===== config.mk =====
export PLATFORM = sky130hd
export DESIGN_NAME = fp_int_mul
export DESIGN_NICKNAME = d
export VERILOG_FILES = /design/src/rtl/fp_int_mul.sv
export SDC_FILE = /design/constraint.sdc
export NUM_CORES = 1
export LEC_CHECK = 0
export ABC_AREA = 1
export BUFFER_PORTS_ARGS = -buffer_cell sky130_fd_sc_hd__buf_4
export CORE_UTILIZATION = 50
export DETAILED_ROUTE_END_ITERATION = 16
export PLACE_DENSITY_LB_ADDON = 0.2
export SLEW_MARGIN = 15
export SYNTH_ARGS = -nofsm -noshare
export SYNTH_HDL_FRONTEND = slang
export SYNTH_SLANG_ARGS = --single-unit

===== constraint.sdc =====
create_clock -name clk -period 2.55 [get_ports clk]
set_input_delay 0.1275 -clock clk [delete_from_list [all_inputs] [get_ports clk]]
set_output_delay 0.1275 -clock clk [all_outputs]
set_load 0.01 [all_outputs]

===== src/rtl/fp_int_mul.sv =====
// fp_int_mul: sequential FP16 x signed-integer multiplier.
// Produces the operand set for the fixed-point accumulator stage: sign,
// raw biased exponent and an unsigned fixed-point mantissa product. The
// mantissa product is formed by shift-add, one weight-magnitude bit per cycle.
//
// Ports:
//   clk, rst         clock, asynchronous active-high reset
//   start            request, sampled only while busy=0 (IDLE or DONE)
//   act_in           FP16 activation {sign, exp[4:0], mant[9:0]}
//   weight_in        signed two's-complement weight, WEIGHT_WIDTH bits
//   busy             high while the shift-add runs
//   done             one-cycle pulse, result outputs were just updated
//   sign_out         product sign (never set for a zero product)
//   exp_out          raw biased exponent
//   fixed_point_out  unsigned mantissa product, 10+WEIGHT_WIDTH bits
//   special_out      activation was Inf/NaN (exp field 31)
//
// Build option: define SUBNORMAL_EN for exact subnormal activations;
// otherwise subnormals flush to zero at capture.
module fp_int_mul #(
  parameter int WEIGHT_WIDTH = 4
) (
  input  logic                       clk,
  input  logic                       rst,
  input  logic                       start,
  input  logic [15:0]                act_in,
  input  logic [WEIGHT_WIDTH-1:0]    weight_in,
  output logic                       busy,
  output logic                       done,
  output logic                       sign_out,
  output logic [4:0]                 exp_out,
  output logic [10+WEIGHT_WIDTH-1:0] fixed_point_out,
  output logic                       special_out
);

  localparam int FW = 10 + WEIGHT_WIDTH;
  localparam int CW = (WEIGHT_WIDTH > 2) ? $clog2(WEIGHT_WIDTH) : 1;
  localparam logic [CW-1:0] LAST = CW'(WEIGHT_WIDTH - 1);

  typedef enum logic [1:0] {S_IDLE, S_MUL, S_DONE} state_t;

  state_t                  state_q, state_d;
  logic [CW-1:0]           cnt_q, cnt_d;
  logic [FW-1:0]           acc_q, acc_d;
  logic [FW-1:0]           mcand_q, mcand_d;
  logic [WEIGHT_WIDTH-1:0] mult_q, mult_d;
  logic                    sgn_q, sgn_d;
  logic [4:0]              e_q, e_d;
  logic                    spc_q, spc_d;
  logic                    sign_out_q, sign_out_d;
  logic [4:0]              exp_out_q, exp_out_d;
  logic [FW-1:0]           fp_out_q, fp_out_d;
  logic                    special_out_q, special_out_d;

  // Operand decode for capture
  logic [4:0]              exp_f;
  logic                    exp_nz;
  logic [10:0]             m_cap;
  logic [4:0]              e_cap;
  logic [WEIGHT_WIDTH-1:0] wmag;
  logic                    sgn_cap;

  assign exp_f  = act_in[14:10];
  assign exp_nz = |exp_f;

`ifdef SUBNORMAL_EN
  // Subnormals use hidden=0 with effective exponent 1 (exact IEEE scaling).
  assign m_cap = {exp_nz, act_in[9:0]};
  assign e_cap = exp_nz ? exp_f : 5'd1;
`else
  // Subnormals (and zero) flush: zero significand, exponent field kept as 0.
  assign m_cap = exp_nz ? {1'b1, act_in[9:0]} : 11'd0;
  assign e_cap = exp_f;
`endif

  // Most negative weight negates to 2^(W-1), still representable unsigned.
  assign wmag    = weight_in[WEIGHT_WIDTH-1] ? ((~weight_in) + WEIGHT_WIDTH'(1))
                                             : weight_in;
  assign sgn_cap = act_in[15] ^ weight_in[WEIGHT_WIDTH-1];

  logic [FW-1:0] acc_sum;

  always_comb begin
    state_d       = state_q;
    cnt_d         = cnt_q;
    acc_d         = acc_q;
    mcand_d       = mcand_q;
    mult_d        = mult_q;
    sgn_d         = sgn_q;
    e_d           = e_q;
    spc_d         = spc_q;
    sign_out_d    = sign_out_q;
    exp_out_d     = exp_out_q;
    fp_out_d      = fp_out_q;
    special_out_d = special_out_q;
    acc_sum       = acc_q + (mult_q[0] ? mcand_q : '0);

    case (state_q)
      S_IDLE, S_DONE: begin
        if (start) begin
          state_d = S_MUL;
          cnt_d   = '0;
          acc_d   = '0;
          mcand_d = {{(WEIGHT_WIDTH-1){1'b0}}, m_cap};
          mult_d  = wmag;
          sgn_d   = sgn_cap;
          e_d     = e_cap;
          spc_d   = (exp_f == 5'd31);
        end else begin
          state_d = S_IDLE;
        end
      end
      S_MUL: begin
        // LSB-first: multiplicand shifts left as the weight shifts right.
        acc_d   = acc_sum;
        mcand_d = mcand_q << 1;
        mult_d  = mult_q >> 1;
        cnt_d   = cnt_q + CW'(1);
        if (cnt_q == LAST) begin
          state_d       = S_DONE;
          fp_out_d      = acc_sum;
          exp_out_d     = e_q;
          special_out_d = spc_q;
          // A zero product never carries a negative sign downstream.
          sign_out_d    = sgn_q & (|acc_sum);
        end
      end
      default: state_d = S_IDLE;
    endcase
  end

  always_ff @(posedge clk or posedge rst) begin
    if (rst) begin
      state_q       <= S_IDLE;
      cnt_q         <= '0;
      acc_q         <= '0;
      mcand_q       <= '0;
      mult_q        <= '0;
      sgn_q         <= 1'b0;
      e_q           <= '0;
      spc_q         <= 1'b0;
      sign_out_q    <= 1'b0;
      exp_out_q     <= '0;
      fp_out_q      <= '0;
      special_out_q <= 1'b0;
    end else begin
      state_q       <= state_d;
      cnt_q         <= cnt_d;
      acc_q         <= acc_d;
      mcand_q       <= mcand_d;
      mult_q        <= mult_d;
      sgn_q         <= sgn_d;
      e_q           <= e_d;
      spc_q         <= spc_d;
      sign_out_q    <= sign_out_d;
      exp_out_q     <= exp_out_d;
      fp_out_q      <= fp_out_d;
      special_out_q <= special_out_d;
    end
  end

  assign busy            = (state_q == S_MUL);
  assign done            = (state_q == S_DONE);
  assign sign_out        = sign_out_q;
  assign exp_out         = exp_out_q;
  assign fixed_point_out = fp_out_q;
  assign special_out     = special_out_q;

endmodule

Word level (Yosys, flattened, before mapping)
Index checks and enable logic that the tools add are counted.

Register bits after elaboration: 64. Output and inout port bits: 23. Bits of input ports: 23. Logic and storage cells: 46.

Multiplexer cells: 14. Reduce and logical (&&, ||, !) cells: 8. Bitwise gates (word level): 3. Add/sub/neg operators: 3. Equality and inequality tests: 6.

Operator list (number): one-hot mux 14 bit (2 select lines) (2); 2-to-1 mux 14 bit (3); adder 14 bit (1); OR reduction 14 bit (1); 2-to-1 mux 11 bit (1); 2-to-1 mux 4 bit (2); one-hot mux 2 bit (2 select lines) (2); one-hot mux 4 bit (2 select lines) (1); AND reduction 2 bit (3); == test 5 bit (second input constant) (1); OR reduction 5 bit (1); adder 4 x 1 -> 4 bit (second input constant) (1); == test 2 bit (second input constant) (2); 2-to-1 mux 2 bit (2); inverter 4 bit (1); adder 2 x 1 -> 2 bit (second input constant) (1); == test 2 x 1 -> 1 bit (second input constant) (1); logical NOT 2 bit (1); != test 2 x 1 -> 1 bit (second input constant) (1); != test 2 bit (second input constant) (1); nonzero test 2 bit (1); OR reduction 2 bit (1); bitwise AND 1 bit (1); 2-to-1 mux 1 bit (1); XOR 1 bit (1).

Longest topological paths before layout
Word-level depth: 5. Mapped depth: 19.

Worst setup path after synthesis
No wires, ideal clock.

Path kind: reg2reg. Start point: register mult_q[0]. End point: register sign_out_q (netlist: sign_out). Path slack: 219 ps. Data required time: 2434 ps. Data arrival time: 2215 ps. Stages on the path, launching flop included: 19. Library setup time: 116 ps. Cells stage by stage: dfrtp_1 clkbuf_1 nand2_1 inv_1 ha_1 inv_1 fa_1 inv_1 nand2_1 nand2_1 nand3_1 nand2_1 nand2_1 nand3_1 nand2_2 nor2_2 nand3_1 nand2_1 nand2_1.

Longest elaborated chain between the ends: 4.

RTL lines: start, declared (line 46) `logic [WEIGHT_WIDTH-1:0] mult_q, mult_d;`; start signal, assigned (line 151) `mult_q <= mult_d;`; 2-to-1 mux 14 bit (line 96) `acc_sum = acc_q + (mult_q[0] ? mcand_q : '0);`; adder 14 bit (line 96); OR reduction 14 bit (line 125) `sign_out_d = sgn_q & (|acc_sum);`; bitwise AND 1 bit (line 125); end signal, assigned (line 155) `sign_out_q <= sign_out_d;`; end, declared (line 50) `logic sign_out_q, sign_out_d;`.

Every way passes these cells. A chain may end at the register's enable or synchronous reset.

Worst setup path in the final report
Ends and elaborated chain as after synthesis.

==> flow_summary.yaml <==
hold_path:
  hold_end: "e_q[0]$_DFFE_PP0P_"
  worstHoldStart: "act_in[10]"
  whs_path_depth: 3
  worstHoldPathType: "in -> reg"
synth:
  syn_avg_cell_area_um2: 7.73
  yosys_warnings: 0
  syn-num-nets: 497
  ys_ff_latch: 64
  synth.top_cell.area_share_pct: 45.2
  synth_top_cell_by_area: "dfrtp_1"
  synth_area_leaders: "dfrtp_1 45%, nand2_1 16%, inv_1 8.5%"
  ys_types: 35
  synth_cells: 458
  syn_area_um2: 3540
  synth-seq-area-share_pct: 45.2
grt:
  grt_max_degree: 36
  grt_pass1_wl_um: 14000
  grt_use_met2_pct: 40.5
  grt_pass1_vias: 2922
  grtUsageTotal_pct: 25.1
  grt_overflow: 0
  grt_antenna_before_repair: 0
  busiest_layer: "met2"
  use_met1_pct: 33.1
  met3_usage_pct: 4.04
cells_and_area:
  area_growth_pct: 20.1
  n_antenna_cell: 0
  drive_gt1_share_pct: 17.4
  fill_cells: 623
  stdcell_count: 612
  final_nets: 550
timing:
  rsz0062_at_grt: "no"
  tns_ns: 0
  slew_headroom_pct: 57.9
  finalClockSkew_ns: 0.0109
  min_period_ns: 2.32
  hold_viol_final: 0
  fmax_ghz: 0.431
  fin_crit_sh_pct: 91.0
  tightest_slew_ns: 0.630
  finalMaxSlewViolations: 0
  setup_viol: 0
cts:
  postCtsHoldBufs: 2
  cts_buffer_depth: 2
  cts_num_sinks: 64
  cts_setup_buffers: 0
  cts_resized: 0
  cts-root-buf: "clkbuf_8"
  clock_latency_ns: 0.35
  cts_tree: "yes"
  htree_levels: 3
  clk_pin_slew_ns: 0.07
  cts-buffers-inserted: 9
floorplanning:
  coreArea_um2: 6830
  io-pin-count: 46
  die_height_um: 86.2
  initial_core_util_pct: 51.8
  die_x_um: 86.2
  die_area_um2: 7420
  row_count: 30
drt:
  viasPerCell: 5.04
  vias: 3084
  drt_pass1_iterations: 4
  wl_um: 8510
  routedWlPerCell_um: 13.9
  antenna_left: 0
  drc: 0
  drt_iter0_drc: 165
job:
  cap_violations: 0
worst_setup_path:
  arrival_ns: 2.56
  cp_slowest_cell: "dfrtp_1"
  crit_type: "reg -> reg"
  path_common_cell: "nand2_1"
  crit_chain: "buf_4, nand2_1, inv_1, ha_1, a21oi_1, nand2_1, xor2_1, nand2_1, nor3_2, nand3_1, nand2_1, nand2_1"
  r2r_slack_ns: 0.23
  max_stage_delay_ns: 0.40
  r2r_end: "sign_out$_DFFE_PP0P_"
  r2r_start: "mult_q[0]$_DFFE_PP0P_"
  cp_max_fo: 13
  reg2reg_depth: 12
  end_kind: "flop"
  setup.worst_path.start_class: "flop"
  cp.required_ns: 2.79
place:
  io_buffers: 45
  place_inst: 594
  gp_congestion: 0.897
  place_hpwl_um: 6410
power:
  ir_drop_uv: 888
  p_leak_uw: 0.00238
  p_per_area_nw_per_um2: 1240
status:
  outcome: "finished clean"
## layout by cell type, fill, tap and decap left out, drive strengths merged, types with 9 or more instances in the layout
master / instances
buf: 53
a21oi: 9
nor2: 19
inv: 82
nand2: 161
ha: 15
nand3: 20
dfrtp: 64
clkbuf: 12
o21ai: 33
o221ai: 10
## how the worst max path moves through the flow
stage	startpoint	to	slack, ns	cells past startpoint
final	mult_q[0]$_DFFE_PP0P_	sign_out$_DFFE_PP0P_	0.23	12
after global routing	mult_q[0]$_DFFE_PP0P_	sign_out$_DFFE_PP0P_	0.02	17
after CTS	mult_q[0]$_DFFE_PP0P_	sign_out$_DFFE_PP0P_	0.24	12
after detailed placement	mult_q[0]$_DFFE_PP0P_	sign_out$_DFFE_PP0P_	0.25	12
after global placement	mult_q[0]$_DFFE_PP0P_	sign_out$_DFFE_PP0P_	0.26	12
after floorplan	mult_q[0]$_DFFE_PP0P_	sign_out$_DFFE_PP0P_	0.22	18
## per-stage QoR
step | worst slack (ns) | total power [uW] | cell area (um^2) | hold slack, ns | utilization, %
after detailed placement | 0.254 | 4230 | 3990 | 0.199 | 58.5
final | 0.229 | 5270 | 4250 | 0.0244 | 62.3
after CTS | 0.237 | 5300 | 4250 | 0.0140 | 62.3
after global routing | 0.0236 | 5680 | 4250 | 0.00704 | 62.3
after floorplan | 0.219 | 3390 | 3540 | 0.228 | -
after global placement | 0.261 | 4190 | 3990 | 0.190 | 58.5
## layer usage
| metal | vias to the layer above | routed length (um) |
|---|---|---|
| met2 | 74 | 3980 |
| met5 | - | 0 |
| met4 | 0 | 226 |
| met3 | 15 | 356 |
| li1 | 1553 | - |
| met1 | 1442 | 3950 |
## sequential cells by signal (all words and copies together) (netlist names), 2 cells and up
register,flops
mcand_q,14
fixed_point_out,14
mult_q,4
acc_q,14
state_q,2
e_q,5
cnt_q,2
exp_out,5
## cells in the mapped netlist, drive strengths merged
master,number
nand2,161
inv,81
dfrtp,64
o21ai,33
nand3,20
nor2,19
ha,15
o221ai,10
a21oi,9
buf,7
clkbuf,6
o22ai,6
nand3b,4
nand4,4
a22o,3
nor3,3
and2,2
o211ai,2
xnor2,2
xor2,2
clkinv,1
fa,1
o31ai,1
o41ai,1
or2,1
## area by class of cell
class	instances	area [um^2]	share of cell area (%)
multi-input combinational	299	1570	36.8
timing repair buffer	55	418	9.83
clock inverter	4	73.8	1.74
sequential	64	1600	37.7
clock buffer	12	165	3.88
inverter	82	308	7.24
tap	96	120	2.82
## critical path: cells and delay by family (launching register included)
family / cells / cell delay (ns)
AND/OR/NAND/NOR: 7 / 0.68
flip-flops: 1 / 0.40
adder cells (fa/ha/maj): 1 / 0.37
XOR/XNOR: 1 / 0.37
buffers and inverters: 2 / 0.23
AO/OA/AOI/OAI: 1 / 0.17
## report_power, final
group	switching [uW]	internal, uW
logic	1560	943
clock network	422	633
registers	261	1450
## logic make-up (layout without fill, tap and decap cells)
logic type / after synthesis / in the layout / share of synthesized area (%)
adder cells (fa/ha/maj): 16 / 16 / 5.87
buffers and inverters: 95 / 153 / 10.7
flip-flops: 64 / 64 / 45.2
XOR/XNOR: 4 / 4 / 0.990
AO/OA/AOI/OAI: 65 / 65 / 11.2
AND/OR/NAND/NOR: 214 / 214 / 26.0
Power figures use the tool's default switching activity.
